File: config.mk
export PLATFORM = sky130hd
export DESIGN_NAME = uart_reg_bridge
export DESIGN_NICKNAME = d
export VERILOG_FILES = /design/src/rtl/uart_reg_bridge.sv
export SDC_FILE = /design/constraint.sdc
export NUM_CORES = 1
export LEC_CHECK = 0
export BUFFER_PORTS_ARGS = -buffer_cell sky130_fd_sc_hd__clkbuf_2
export CORE_MARGIN = 5
export CORE_UTILIZATION = 55
export CTS_BUF_LIST = sky130_fd_sc_hd__clkbuf_8
export DETAILED_ROUTE_END_ITERATION = 12
export PLACE_DENSITY = 0.77
export SLEW_MARGIN = 20
export SYNTH_ARGS = -nofsm -noshare
export SYNTH_HDL_FRONTEND = slang
export SYNTH_SLANG_ARGS = --single-unit
File: constraint.sdc
create_clock -name clk -period 3.8 [get_ports clk]
set_input_delay 0.19 -clock clk [delete_from_list [all_inputs] [get_ports clk]]
set_output_delay 0.19 -clock clk [all_outputs]
set_load 0.005 [all_outputs]
File: src/rtl/uart_reg_bridge.sv
// uart_reg_bridge: turns UART byte frames into 8-bit register bus strobes.
// Frames are 'W' addr data (write, answered with ACK_BYTE) and 'R' addr
// (read, answered with the register value). Unknown opcodes get NAK_BYTE.
// Each command produces exactly one response byte on the transmit side.
module uart_reg_bridge #(
    parameter int unsigned TIMEOUT  = 100000,
    parameter logic [7:0]  ACK_BYTE = 8'h4B,
    parameter logic [7:0]  NAK_BYTE = 8'h3F
) (
    input  logic       clk,
    input  logic       nRst,
    input  logic       rx_valid,
    input  logic [7:0] rx_data,
    input  logic       tx_busy,
    output logic       tx_start,
    output logic [7:0] tx_data,
    output logic [7:0] reg_addr,
    output logic [7:0] reg_wdata,
    output logic       reg_we,
    output logic       reg_re,
    input  logic [7:0] reg_rdata
);

    localparam logic [7:0] OP_WRITE = 8'h57;
    localparam logic [7:0] OP_READ  = 8'h52;
    localparam int         CW       = $clog2(TIMEOUT + 1);
    localparam logic [CW-1:0] TO_VAL = CW'(TIMEOUT);

    typedef enum logic [3:0] {
        IDLE,
        GET_ADDR,
        GET_DATA,
        WRITE,
        READ,
        READ_CAP,
        SEND,
        TX_WAIT_HI,
        TX_WAIT_LO
    } state_t;

    state_t        r_state;
    state_t        w_next_state;
    logic          r_is_write;
    logic [CW-1:0] r_cnt;
    logic [7:0]    r_tx_data;
    logic [7:0]    r_reg_addr;
    logic [7:0]    r_reg_wdata;

    logic          w_timeout;
    logic          w_in_frame;
    logic          w_load_op;
    logic          w_op_write;
    logic          w_load_addr;
    logic          w_load_wdata;
    logic          w_load_tx;
    logic [7:0]    w_tx_val;
    logic          w_tx_start;
    logic          w_reg_we;
    logic          w_reg_re;

    assign w_in_frame = (r_state == GET_ADDR) || (r_state == GET_DATA);
    assign w_timeout  = (r_cnt == TO_VAL);

    // State register.
    // NOTE: sequential state uses non-blocking (<=) so every flop samples the
    // pre-edge values; blocking here would create order-dependent races.
    always_ff @(posedge clk or negedge nRst) begin
        if (!nRst) r_state <= IDLE;
        else       r_state <= w_next_state;
    end

    // Next-state decode and single-cycle strobes.
    // NOTE: every signal gets a default before the case; a path that leaves
    // one unassigned would infer a latch.
    always_comb begin
        w_next_state = r_state;
        w_load_op    = 1'b0;
        w_op_write   = 1'b0;
        w_load_addr  = 1'b0;
        w_load_wdata = 1'b0;
        w_load_tx    = 1'b0;
        w_tx_val     = 8'h00;
        w_tx_start   = 1'b0;
        w_reg_we     = 1'b0;
        w_reg_re     = 1'b0;
        case (r_state)
            IDLE: begin
                if (rx_valid) begin
                    if (rx_data == OP_WRITE || rx_data == OP_READ) begin
                        w_load_op    = 1'b1;
                        w_op_write   = (rx_data == OP_WRITE);
                        w_next_state = GET_ADDR;
                    end else begin
                        w_load_tx    = 1'b1;
                        w_tx_val     = NAK_BYTE;
                        w_next_state = SEND;
                    end
                end
            end
            GET_ADDR: begin
                // A byte arriving on the expiry cycle still wins.
                if (rx_valid) begin
                    w_load_addr  = 1'b1;
                    w_next_state = r_is_write ? GET_DATA : READ;
                end else if (w_timeout) begin
                    w_next_state = IDLE;
                end
            end
            GET_DATA: begin
                if (rx_valid) begin
                    w_load_wdata = 1'b1;
                    w_next_state = WRITE;
                end else if (w_timeout) begin
                    w_next_state = IDLE;
                end
            end
            WRITE: begin
                w_reg_we     = 1'b1;
                w_load_tx    = 1'b1;
                w_tx_val     = ACK_BYTE;
                w_next_state = SEND;
            end
            READ: begin
                w_reg_re     = 1'b1;
                w_next_state = READ_CAP;
            end
            READ_CAP: begin
                // Bus returns data the cycle after the read strobe.
                w_load_tx    = 1'b1;
                w_tx_val     = reg_rdata;
                w_next_state = SEND;
            end
            SEND: begin
                if (!tx_busy) begin
                    w_tx_start   = 1'b1;
                    w_next_state = TX_WAIT_HI;
                end
            end
            TX_WAIT_HI: begin
                if (tx_busy) w_next_state = TX_WAIT_LO;
            end
            TX_WAIT_LO: begin
                if (!tx_busy) w_next_state = IDLE;
            end
            default: w_next_state = IDLE;
        endcase
    end

    // Inter-byte timeout counter: cleared on each byte and outside a frame,
    // counts inside a frame and saturates at TIMEOUT.
    always_ff @(posedge clk or negedge nRst) begin
        if (!nRst) begin
            r_cnt <= '0;
        end else if (rx_valid || !w_in_frame) begin
            r_cnt <= '0;
        end else if (!w_timeout) begin
            r_cnt <= r_cnt + CW'(1);
        end
    end

    // Frame data registers: opcode kind, bus address/data, response byte.
    always_ff @(posedge clk or negedge nRst) begin
        if (!nRst) begin
            r_is_write  <= 1'b0;
            r_reg_addr  <= 8'h00;
            r_reg_wdata <= 8'h00;
            r_tx_data   <= 8'h00;
        end else begin
            if (w_load_op)    r_is_write  <= w_op_write;
            if (w_load_addr)  r_reg_addr  <= rx_data;
            if (w_load_wdata) r_reg_wdata <= rx_data;
            if (w_load_tx)    r_tx_data   <= w_tx_val;
        end
    end

    assign tx_start  = w_tx_start;
    assign tx_data   = r_tx_data;
    assign reg_addr  = r_reg_addr;
    assign reg_wdata = r_reg_wdata;
    assign reg_we    = w_reg_we;
    assign reg_re    = w_reg_re;

endmodule

==> summary.md, run 1 <==
| Metric | Value |
|---|---|
| Run status | finished, final reports clean |
| Main synth FF type | sky130_fd_sc_hd__dfrtp_1 |
| Area added between synthesis and finish | 16.2% |
| Largest voltage drop on the vdd net | roughly 340 uV |
| Net count of the mapped netlist | 233 |
| Leftover overflow at the end of global routing | 0 |
| Sequential area share after synthesis | 0.497 |
| Depth of the worst hold-timing path | 3 |
| Vias in the first global route | roughly 1.7k |
| Half-perimeter wire length after detailed placement | 3280 um |
| Highest Clock Rate | 446 MHz |
| Number of DRC markers after the initial detailed-route iteration | 103 |
| Initial Util | 0.575 |
| Number of inserted filler cells in the final layout | 323 |
| FF-to-FF Start | r_state[0] |
| Fraction of final layout cells sized beyond drive strength 1 | 0.322 |
| Hold_ws | 108 ps |
| Number of different library cells in the post-synthesis netlist | 50 |
| Setup Slack @ Placement | 1530 ps |
| Startpoint of the tightest hold check path | reg_rdata[6] |
| Worst hold path class | in2reg |
| Wire length reported by the detailed router | 4510 um |
| Max-slew violation count | 0 |
| Die Area | 5610 um2 |
| Total of buffers placed on input and output ports | 46 |
| CP Buf/Inv Count | 0 |
| Core area | 4030 um2 |
| Final hold violation count | 0 |
| Arr. time, crit path | 2420 ps |
| Cell count after synthesis | 211 |
| Setup repair after global routing missed its margin | no |
| Antenna diodes | 0 |
| Share of the synthesized area in the top cell type | 0.497 |
| Actual transition at the worst max-transition pin | 717 ps |
| # Max-Cap Violations | 0 |
| Max incr delay on CP | 630 ps |
| Number of buffers created by CTS | 5 |
| Die Height | 74.9 um |
| Cell chosen for the clock root | sky130_fd_sc_hd__clkbuf_8 |
| TritonCTS clock tree | yes |
| Fraction of registers with async set/reset | 1.00 |
| Global-route wire length before repair | 7720 um |
| Library cell appearing most often on the critical path | sky130_fd_sc_hd__nor2b_1 |
| Final setup slack of the worst path | 1560 ps |
| Clock-pin slew on the worst setup and hold paths | 80 ps |
| Final Util | 0.668 |
| Crit share post-route | 0.590 |
| Data required time at the worst endpoint | 3980 ps |
| Maximum number of pins on one net before global-route repair | 47 |
| Pleak | 0.00118 uW |
| Count of TritonRoute iterations in the first routing pass | 4 |
| Number of vias per cell | ~5.5 |
| Average size of a mapped cell | 11.0 um2 |
| Cell-by-cell trace of the critical path | nor2b_1, nor2b_1, nor2_4, a221o_1 |
| Total via count in the routed design | between 1.5k and 2k |
| Number of cells on the worst reg-to-reg path | 4 |
| Launching element type of the critical path | register |
| Minimum period implied by the final worst setup slack | between 2000 and 2500 ps |
| Maximum fanout encountered on the critical timing path | 12 |
| Drt drc | 0 |
| Floorplan row count | 23 |
| Critical Path Stages | 4 |
| Dominant delay contributor by cell family on the critical path | simple AND/OR/NAND/NOR gates |
| Area leader, netlist | sky130_fd_sc_hd__dfrtp_1 |
| Clk_skew | 3.34 ps |
| Library cell contributing the largest single delay on the critical path | sky130_fd_sc_hd__dfrtp_1 |
| Area of the mapped netlist | 2320 um2 |
| Number of antenna violations at the first check in global routing | 0 |
| Routability cong. | 0.818 |
| Count of non-filler cells in the finished layout | 308 |
| Number of nets in the layout | 280 |
| I/O pin cnt | 47 |
| Leading post-synthesis cells by cell area | sky130_fd_sc_hd__dfrtp_1, sky130_fd_sc_hd__mux2_2, sky130_fd_sc_hd__nor2_1 |
| Count of clock tree sinks | 46 |
| Total number of H-tree levels | 2 |
| Summed negative setup slack over all endpoints | 0 ps |
| Width of the die | 74.9 um |
| Critical path class | reg2reg |
| Type of destination of the critical path | register |
| Number of warnings reported in the yosys synthesis log | 0 |
| Number of synthesized flops with an enable pin | 0 |
| Insertion delay to the later sink of the worst-skew pair | 290 ps |
| Buffer depth of the longest clock path | 2 |
| Overall routing resource usage | 0.179 |
| Register bit count reported by yosys | 46 |
| Final count of negative-setup-slack endpoints | 0 |
| Placed cell count | 300 |
| Buffers inserted during post-CTS setup optimization | 0 |
| Number of routed nets with antenna violations | 0 |
| Relative slew slack | 0.522 |
| Average wire per cell in the routed design | 14.6 um |
| Total power divided by cell area | 654 nW/um2 |
| Start point of the critical path | r_state[0] |
[worst register-to-register path: cells and delay by family (launching register included)]
family           cells  cell delay [ps]
flip-flops           1              630
AO/OA/AOI/OAI        1              320
AND/OR/NAND/NOR      3             1190
[cells in the mapped netlist (all sizes together) (2+ instances only)]
library cell	count
nand4	3
a21oi	10
nor3b	2
a31oi	3
mux2	16
dfrtp	46
nor3	11
o21ai	7
ha	2
nand2	13
nor4	3
nor2	24
nand2b	5
and4	2
o22a	2
nor2b	5
xnor2	7
a221o	3
buf	8
inv	4
nand3	9
xor2	7
and4bb	2
or3	3
[placed cells by master, fill, tap and decap left out, types with 6 or more instances in the layout]
| master | synthesis | routed |
|---|---|---|
| sky130_fd_sc_hd__a21oi_1 | 10 | 10 |
| sky130_fd_sc_hd__nor3_1 | 8 | 8 |
| sky130_fd_sc_hd__clkbuf_2 | 0 | 46 |
| sky130_fd_sc_hd__xnor2_1 | 7 | 7 |
| sky130_fd_sc_hd__xor2_1 | 7 | 7 |
| sky130_fd_sc_hd__nor2_1 | 23 | 23 |
| sky130_fd_sc_hd__dfrtp_1 | 46 | 46 |
| sky130_fd_sc_hd__nand3_1 | 6 | 6 |
| sky130_fd_sc_hd__o21ai_0 | 6 | 6 |
| sky130_fd_sc_hd__nand2_1 | 13 | 13 |
| sky130_fd_sc_hd__clkbuf_8 | 0 | 6 |
| sky130_fd_sc_hd__mux2_2 | 14 | 14 |
[power by group]
| group | internal (uW) | switching [uW] | total (uW) |
|---|---|---|---|
| clock | 210 | 153 | 363 |
| combinational | 322 | 298 | 619 |
| sequential | 638 | 141 | 779 |
| total | 1170 | 591 | 1760 |
[cell type report]
type                            count  area, um2  share of cell area
Clock buffer                        6       82.6              0.0307
Clock inverter                      1       30.0              0.0112
Inverter                            4       15.0             0.00558
Multi-Input combinational cell    153       1100               0.410
Sequential cell                    46       1150               0.428
Tap cell                           50       62.6              0.0232
Timing Repair Buffer               48        248              0.0921
[what timing repair did]
action	4_1_cts	5_1_grt
hold buffers	1	0
hold endpoints to repair	46	0
resized for setup	0	0
[kinds of logic after synthesis]
group,after synthesis,share of synthesized area
AND/OR/NAND/NOR,90,0.245
adder cells (fa/ha/maj),2,0.0108
AO/OA/AOI/OAI,30,0.0854
buffers and inverters,12,0.0270
flip-flops,46,0.497
multiplexers,17,0.0821
XOR/XNOR,14,0.0529
[path summary, 6_finish.rpt]
path	to	slack, ps
max	tx_data[4]	1560
max reg2reg	tx_data[4]	1560
max in group asynchronous	tx_data[2]	2890
min reg2reg	tx_data[3]	490
min in group asynchronous	r_cnt[6]	510
min	tx_data[6]	110
[metal layers]
layer	track usage	vias to the layer above	routed length [um]
met3	0.0467	5	215
met4	0.0593	0	51
met1	0.254	814	2080
li1	-	846	-
met5	0	-	0
met2	0.267	33	2160
[registers in the layout, indices dropped and copies added (netlist names)]
| name | cells |
|---|---|
| r_cnt | 17 |
| reg_addr | 8 |
| reg_wdata | 8 |
| tx_data | 8 |
| r_state | 4 |
| r_is_write | 1 |
[metrics by stage]
stage | instance area (um2) | power, uW
floorplan | 2320 | 1190
global placement | 2570 | 1400
detailed placement | 2570 | 1420
CTS | 2690 | 1790
global route | 2690 | 1900
finish | 2690 | 1760
No activity file was read; power rests on OpenSTA's default activity.
==> run 2, diff against run 1 <==
--- a/config.mk
+++ b/config.mk
@@ -5,6 +5,7 @@
 export SDC_FILE = /design/constraint.sdc
 export NUM_CORES = 1
 export LEC_CHECK = 0
+export ABC_AREA = 1
 export BUFFER_PORTS_ARGS = -buffer_cell sky130_fd_sc_hd__clkbuf_2
 export CORE_MARGIN = 5
 export CORE_UTILIZATION = 55
==> constraint.sdc (replaced) <==
create_clock -name clk -period 2.2 [get_ports clk]
set_input_delay 0.11 -clock clk [delete_from_list [all_inputs] [get_ports clk]]
set_output_delay 0.11 -clock clk [all_outputs]
set_load 0.005 [all_outputs]
==> run 2 against run 1 <==
  * First-iteration DRC count rose by 22%
  * Clock-buffer cell count did not move
  * Flip-flop and latch count did not move
  * Sequential share of layout area rose by 0.10 points
  * Synthesized area fell by 0.27%
  * Sequential power rose by 62%
  * Critical endpoint is now r_cnt[16]
  * Combinational power rose by 74%
  * Clock power rose by 48%
  * Critical path depth rose by 4
  * Final cell count rose by 29%
  * Global-route usage rose by 2.3 points
==> summary.md, run 2 <==
| Metric | Value |
|---|---|
| Most common cell after layout, fill and taps aside | sky130_fd_sc_hd__nand2_1 |
| Cell chosen for the clock root | sky130_fd_sc_hd__clkbuf_8 |
| Width of the die | 74.8 um |
| Max-slew violation count | 0 |
| Die Height | 74.8 um |
| Relative contribution of combinational cells to total power | 0.375 |
| Fraction of registers with async set/reset | 1.00 |
| Flip-flop count of the largest register after layout | 17 |
| Adder-cell share of the synthesized area | 0.0108 |
| Buffers inserted during post-CTS setup optimization | 0 |
| Library cell contributing the largest single delay on the critical path | sky130_fd_sc_hd__dfrtp_1 |
| Number of synthesized flops with an enable pin | 0 |
| Sequential area share after synthesis | 0.498 |
| Leftover overflow at the end of global routing | 0 |
| Commonest cells in the synthesized netlist | sky130_fd_sc_hd__nand2_1, sky130_fd_sc_hd__dfrtp_1, sky130_fd_sc_hd__inv_1 |
| Highest Clock Rate | about 640 MHz |
| Critical path class | reg2reg |
| Setup repair after global routing missed its margin | no |
| Portion of total power attributed to sequential cells | 0.438 |
| Run status | finished, final reports clean |
| Final hold violation count | 0 |
| Vias in the first global route | 2000 |
| I/O pin cnt | 47 |
| Most frequent cells in the layout | sky130_fd_sc_hd__nand2_1, sky130_fd_sc_hd__clkbuf_2, sky130_fd_sc_hd__dfrtp_1 |
| Half-perimeter wire length after detailed placement | between 3000 and 4000 um |
| Buffer depth of the longest clock path | 2 |
| Largest voltage drop on the vdd net | 613 uV |
| Main synth FF type | sky130_fd_sc_hd__dfrtp_1 |
| Post-synthesis mux area share | 0 |
| Minimum period implied by the final worst setup slack | 1570 ps |
| Average wire per cell in the routed design | ~12 um |
| Arr. time, crit path | 1760 ps |
| Cell-by-cell trace of the critical path | ha_1, nand2_2, nor2_1, inv_1, nor2_4, nand2_4, o21ai_0, a21oi_1 |
| Number of DRC markers after the initial detailed-route iteration | ~130 |
| Number of different library cells in the post-synthesis netlist | 28 |
| XOR/XNOR Fraction of Synth Area | 0.0114 |
| Maximum fanout encountered on the critical timing path | 5 |
| Number of vias per cell | between 5 and 6 |
| Total number of H-tree levels | 2 |
| Global-route wire length before repair | a little under 9000 um |
| # Max-Cap Violations | 0 |
| Largest register by flop count | r_cnt |
| Maximum number of pins on one net before global-route repair | 33 |
| Most numerous cell in the Yosys netlist | sky130_fd_sc_hd__nand2_1 |
| Core area | 4030 um2 |
| Number of buffers created by CTS | 5 |
| TritonCTS clock tree | yes |
| Clock Power Share | 0.187 |
| Net load switching power | 1100 uW |
| Number of routed nets with antenna violations | 0 |
| Number of cells on the worst reg-to-reg path | 8 |
| Max incr delay on CP | 410 ps |
| Cell count after synthesis | 293 |
| Clock-pin slew on the worst setup and hold paths | 90 ps |
| Total power divided by cell area | 1070 nW/um2 |
| Count of TritonRoute iterations in the first routing pass | 4 |
| Total via count in the routed design | 2013 |
| Internal | ~1800 uW |
| Number of nets in the layout | 367 |
| Launching element type of the critical path | register |
| Net switching fraction of the power | 0.385 |
| Total cell area at the placement stage | between 2000 and 3000 um2 |
| Total of buffers placed on input and output ports | 46 |
| Area added between synthesis and finish | 16.3% |
| Average size of a mapped cell | 7.88 um2 |
| Relative slew slack | 0.643 |
| Simple-gate portion of the synthesized area | 0.280 |
| Worst hold path class | in2reg |
| Antenna diodes | 0 |
| Area leader, netlist | sky130_fd_sc_hd__dfrtp_1 |
| Data required time at the worst endpoint | 2390 ps |
| Pleak | about 0.0014 uW |
| Drt drc | 0 |
| Final Util | 0.666 |
| Net count of the mapped netlist | 315 |
| Actual transition at the worst max-transition pin | between 500 and 600 ps |
| Summed negative setup slack over all endpoints | 0 ps |
| Wire length reported by the detailed router | approximately 5000 um |
| Share of the synthesized area in the top cell type | 0.498 |
| Fraction of final layout cells sized beyond drive strength 1 | 0.220 |
| Dominant combinational cell family by area after synthesis | simple AND/OR/NAND/NOR gates |
| Type of destination of the critical path | register |
| Final count of negative-setup-slack endpoints | 0 |
| Crit share post-route | 0.715 |
| Depth of the worst hold-timing path | 3 |
| Number of antenna violations at the first check in global routing | 0 |
| Fraction of the mapped netlist area in compound gates | 0.120 |
| Number of warnings reported in the yosys synthesis log | 0 |
| Clk_skew | 5.79 ps |
| Floorplan row count | 23 |
| Finished Cell Area | roughly 2700 um2 |
| Initial Util | 0.573 |
| Insertion delay to the later sink of the worst-skew pair | 300 ps |
| Leading post-synthesis cells by cell area | sky130_fd_sc_hd__dfrtp_1, sky130_fd_sc_hd__nand2_1, sky130_fd_sc_hd__inv_1 |
| Overall routing resource usage | 0.202 |
| Area of the mapped netlist | 2310 um2 |
| Routability cong. | 0.923 |
| Die Area | 5600 um2 |
| Register bit count reported by yosys | 46 |
| Count of clock tree sinks | 46 |
[run 2: cell types whose count changed in the layout (fill, tap and decap cells not counted), sizes merged, moves of 4 or more]
cell	delta
nand2	+75
inv	+36
o21ai	+23
mux2	-16
nor2	+13
nor3	-6
xnor2	-6
nand2b	-5
nor2b	-5
xor2	-5
a21oi	+4
nand3	+4
[run 2: kinds of logic after synthesis]
group                    after synthesis
XOR/XNOR                               3
flip-flops                            46
AO/OA/AOI/OAI                         47
buffers and inverters                 44
AND/OR/NAND/NOR                      151
adder cells (fa/ha/maj)                2
[run 2: final cells by class]
cell class	count	area, um2
multi-input cells	203	973
fillers	360	1340
inverters	41	155
flip-flops and latches	46	1150
clock buffers	6	82.6
repair buffers	48	248
clock inverters	2	12.5
well taps	50	62.6
[run 2: critical path, delay by kind of cell (launching register included)]
kind	cells	cell delay, ps
fa+ha+maj	1	230
compound gates	2	260
buf+inv	1	90
simple gates	4	470
flops	1	410
[run 2: power groups by stage]
stage	Sequential (uW)	Combinational [uW]	Clock (uW)
finish	1260	1080	536
global placement	1260	1050	0
global route	1290	1260	581
floorplan	1260	689	0
CTS	1260	1090	552
detailed placement	1270	1090	0
[run 2: worst paths after layout]
check | from | endpoint | slack [ps]
min in group asynchronous | nRst | r_cnt[7] | 250
max in group asynchronous | nRst | r_cnt[1] | 1230
worst min register to register | tx_data[7] | tx_data[7] | 480
worst min-delay path | reg_rdata[7] | tx_data[7] | 10
worst max-delay path | r_cnt[0] | r_cnt[16] | 630
worst max register to register | r_cnt[0] | r_cnt[16] | 630
[run 2: through the flow]
step           hold WS, ps  cells  power, uW  setup slack, ps
4_1_cts               12.2    396       2900              619
3_5_place_dp          40.5    387       2360              632
5_1_grt               14.6    396       3140              434
3_3_place_gp          46.1    387       2310              714
6_report              14.8    396       2870              626
2_1_floorplan         -186    293       1950              782
[run 2: what timing repair did]
item,4_1_cts,5_1_grt
resized for setup,0,0
hold buffers,1,0
endpoints found under the hold margin,14,0
[run 2: layer usage]
layer | global-route usage | up-vias | part of all wire
met1 | 0.271 | 923 | 0.45
met5 | 0 | - | 0
met4 | 0.0711 | 0 | 0.013
met2 | 0.317 | 53 | 0.47
met3 | 0.0561 | 7 | 0.060
li1 | - | 1030 | -
==> run 3, diff against run 2 <==
==> constraint.sdc (replaced) <==
create_clock -name clk -period 1.5 [get_ports clk]
set_input_delay 0.075 -clock clk [delete_from_list [all_inputs] [get_ports clk]]
set_output_delay 0.075 -clock clk [all_outputs]
set_load 0.005 [all_outputs]
==> run 3 against run 2 <==
  * The run now ends with negative setup slack left
  * Largest cell class unchanged
  * Worst setup slack worse by 650 ps
  * Hold slack worse by 1.1 ps
  * Die area stayed put
  * Register-to-register slack worse by 650 ps
  * Wire length is 7.7% higher
  * Final cell count is 5.8% higher
  * Via count is 4.4% higher
==> summary.md, run 3 (synthesized netlist as in run 2, its figures left out) <==
| Metric | Value |
|---|---|
| Most frequent cells in the layout | sky130_fd_sc_hd__nand2_1, sky130_fd_sc_hd__clkbuf_2, sky130_fd_sc_hd__dfrtp_1 |
| Global-route wire length before repair | 8850 um |
| Crit share post-route | 1.01 |
| Number of nets in the layout | 390 |
| Count of TritonRoute iterations in the first routing pass | 4 |
| Setup Slack @ Placement | -5.86 ps |
| Drt drc | 0 |
| Total number of H-tree levels | 2 |
| Flip-flop count of the largest register after layout | 17 |
| Launching element type of the critical path | register |
| Number of routed nets with antenna violations | 0 |
| I/O pin cnt | 47 |
| Total via count in the routed design | between 2k and 2.5k |
| Pleak | 0.00152 uW |
| Area added between synthesis and finish | 27.7% |
| Total power divided by cell area | roughly 1500 nW/um2 |
| Minimum period implied by the final worst setup slack | 1520 ps |
| Number of DRC markers after the initial detailed-route iteration | 144 |
| Fraction of final layout cells sized beyond drive strength 1 | 0.309 |
| Worst hold path class | in2reg |
| # Max-Cap Violations | 0 |
| Type of destination of the critical path | register |
| Largest register by flop count | r_cnt |
| Number of inserted filler cells in the final layout | 321 |
| Maximum number of pins on one net before global-route repair | 47 |
| Highest Clock Rate | ~660 MHz |
| FF-to-FF Start | r_cnt[0] |
| Die Area | 5600 um2 |
| Leftover overflow at the end of global routing | 0 |
| Clk_skew | 3.45 ps |
| Setup repair after global routing missed its margin | yes |
| Maximum fanout encountered on the critical timing path | 5 |
| Cell chosen for the clock root | sky130_fd_sc_hd__clkbuf_8 |
| Run status | complete, but fails checks |
| Relative slew slack | 0.620 |
| Critical path class | reg2reg |
| Wire length reported by the detailed router | 5330 um |
| Max-slew violation count | 0 |
| Startpoint of the tightest hold check path | reg_rdata[0] |
| Arr. time, crit path | 1710 ps |
| Die Height | around 75 um |
| Number of vias per cell | ~5 |
| Number of antenna violations at the first check in global routing | 0 |
| Met3 wirelength from detailed routing | about 290 um |
| Final setup slack of the worst path | -19.2 ps |
| Number of buffers created by CTS | 5 |
| Core area | 4030 um2 |
| Final Util | 0.732 |
| Half-perimeter wire length after detailed placement | 3840 um |
| Initial Util | 0.573 |
| Actual transition at the worst max-transition pin | 570 ps |
| Hold_ws | 13.7 ps |
| Clock-pin slew on the worst setup and hold paths | approximately 80 ps |
| Antenna diodes | 0 |
| Final hold violation count | 0 |
| Total chip power | 4440 uW |
| Placed cell count | 401 |
| Routability cong. | 0.945 |
| Largest voltage drop on the vdd net | just over 1000 uV |
| Violated checks | negative setup slack |
| Count of clock tree sinks | 46 |
| Overall routing resource usage | 0.207 |
| Count of non-filler cells in the finished layout | 419 |
| Data required time at the worst endpoint | around 1700 ps |
| Floorplan row count | 23 |
| Width of the die | roughly 75 um |
| Total of buffers placed on input and output ports | 46 |
| TritonCTS clock tree | yes |
| Start point of the critical path | r_cnt[0] |
| Buffer depth of the longest clock path | 2 |
| Insertion delay to the later sink of the worst-skew pair | 300 ps |
| Average wire per cell in the routed design | approximately 13 um |
| Most common cell after layout, fill and taps aside | sky130_fd_sc_hd__nand2_1 |
| Met2 routed WL | 2570 um |
| Final count of negative-setup-slack endpoints | 1 |
| Routed length on met1 | 2400 um |
| Top routing layer used | met4 |
| Vias in the first global route | about 2k |
run 3: changes by cell type in the layout (fill, tap and decap cells not counted), moves of 2 or more:
cell,change
sky130_fd_sc_hd__buf_4,+18
sky130_fd_sc_hd__nor2_1,-6
sky130_fd_sc_hd__dlygate4sd3_1,+4
sky130_fd_sc_hd__inv_2,+4
sky130_fd_sc_hd__dfrtp_1,-3
sky130_fd_sc_hd__dfrtp_2,+3
sky130_fd_sc_hd__inv_1,-3
sky130_fd_sc_hd__nor2_2,+3
sky130_fd_sc_hd__nor2_4,+3
sky130_fd_sc_hd__ha_1,-2
sky130_fd_sc_hd__nand2_1,-2
run 3: power by group:
group          switching, uW  leakage (uW)  internal [uW]  total (uW)
Clock                    409     0.0000524            365         774
Sequential               255      0.000591           1610        1860
Combinational           1020      0.000879            789        1810
run 3: critical path, cell delays in order, from the launching register on:
cell and delay, ps:
sky130_fd_sc_hd__dfrtp_1 450, sky130_fd_sc_hd__ha_2 250, sky130_fd_sc_hd__nand2_4 70, sky130_fd_sc_hd__nor2_4 100, sky130_fd_sc_hd__inv_2 60, sky130_fd_sc_hd__nor2_4 150, sky130_fd_sc_hd__nand2_4 90, sky130_fd_sc_hd__o21ai_1 180
sky130_fd_sc_hd__a21oi_2 70
run 3: final cells by class:
type                            instances  area [um2]  area share
Clock buffer                            6        82.6      0.0280
Clock inverter                          2        8.76     0.00297
Inverter                               41         155      0.0526
Multi-Input combinational cell        203        1040       0.353
Sequential cell                        46        1150       0.392
Tap cell                               50        62.6      0.0212
Timing Repair Buffer                   71         443       0.150
run 3: worst paths after layout:
check / to / slack (ps) / cells past startpoint
worst max-delay path: r_cnt[16] / -20 / 8
worst min-delay path: tx_data[0] / 10 / 3
worst max register to register: r_cnt[16] / -20 / 8
worst min register to register: tx_data[7] / 490 / 2
max in group asynchronous: r_state[1] / 680 / 3
min in group asynchronous: r_cnt[9] / 400 / 3
run 3: what timing repair did:
item / CTS / global route
endpoints found under the hold margin: 50 / 0
pin swaps: 2 / 8
hold buffers: 5 / 0
gates resized for setup: 3 / 23
buffers inserted: 1 / 4
endpoints found under the setup margin: 4 / 18
run 3: stage by stage:
stage | TNS (ps) | instance area (um2)
2_1_floorplan | 0 | 2310
3_3_place_gp | 0 | 2700
3_5_place_dp | -5.86 | 2700
4_1_cts | 0 | 2850
5_1_grt | -541 | 2950
6_report | -19.2 | 2950
run 3: metal layers:
| layer | global-route usage | up-vias |
|---|---|---|
| li1 | - | 1080 |
| met1 | 0.278 | 964 |
| met2 | 0.333 | 53 |
| met3 | 0.0494 | 5 |
| met4 | 0.0692 | 0 |
| met5 | 0 | - |
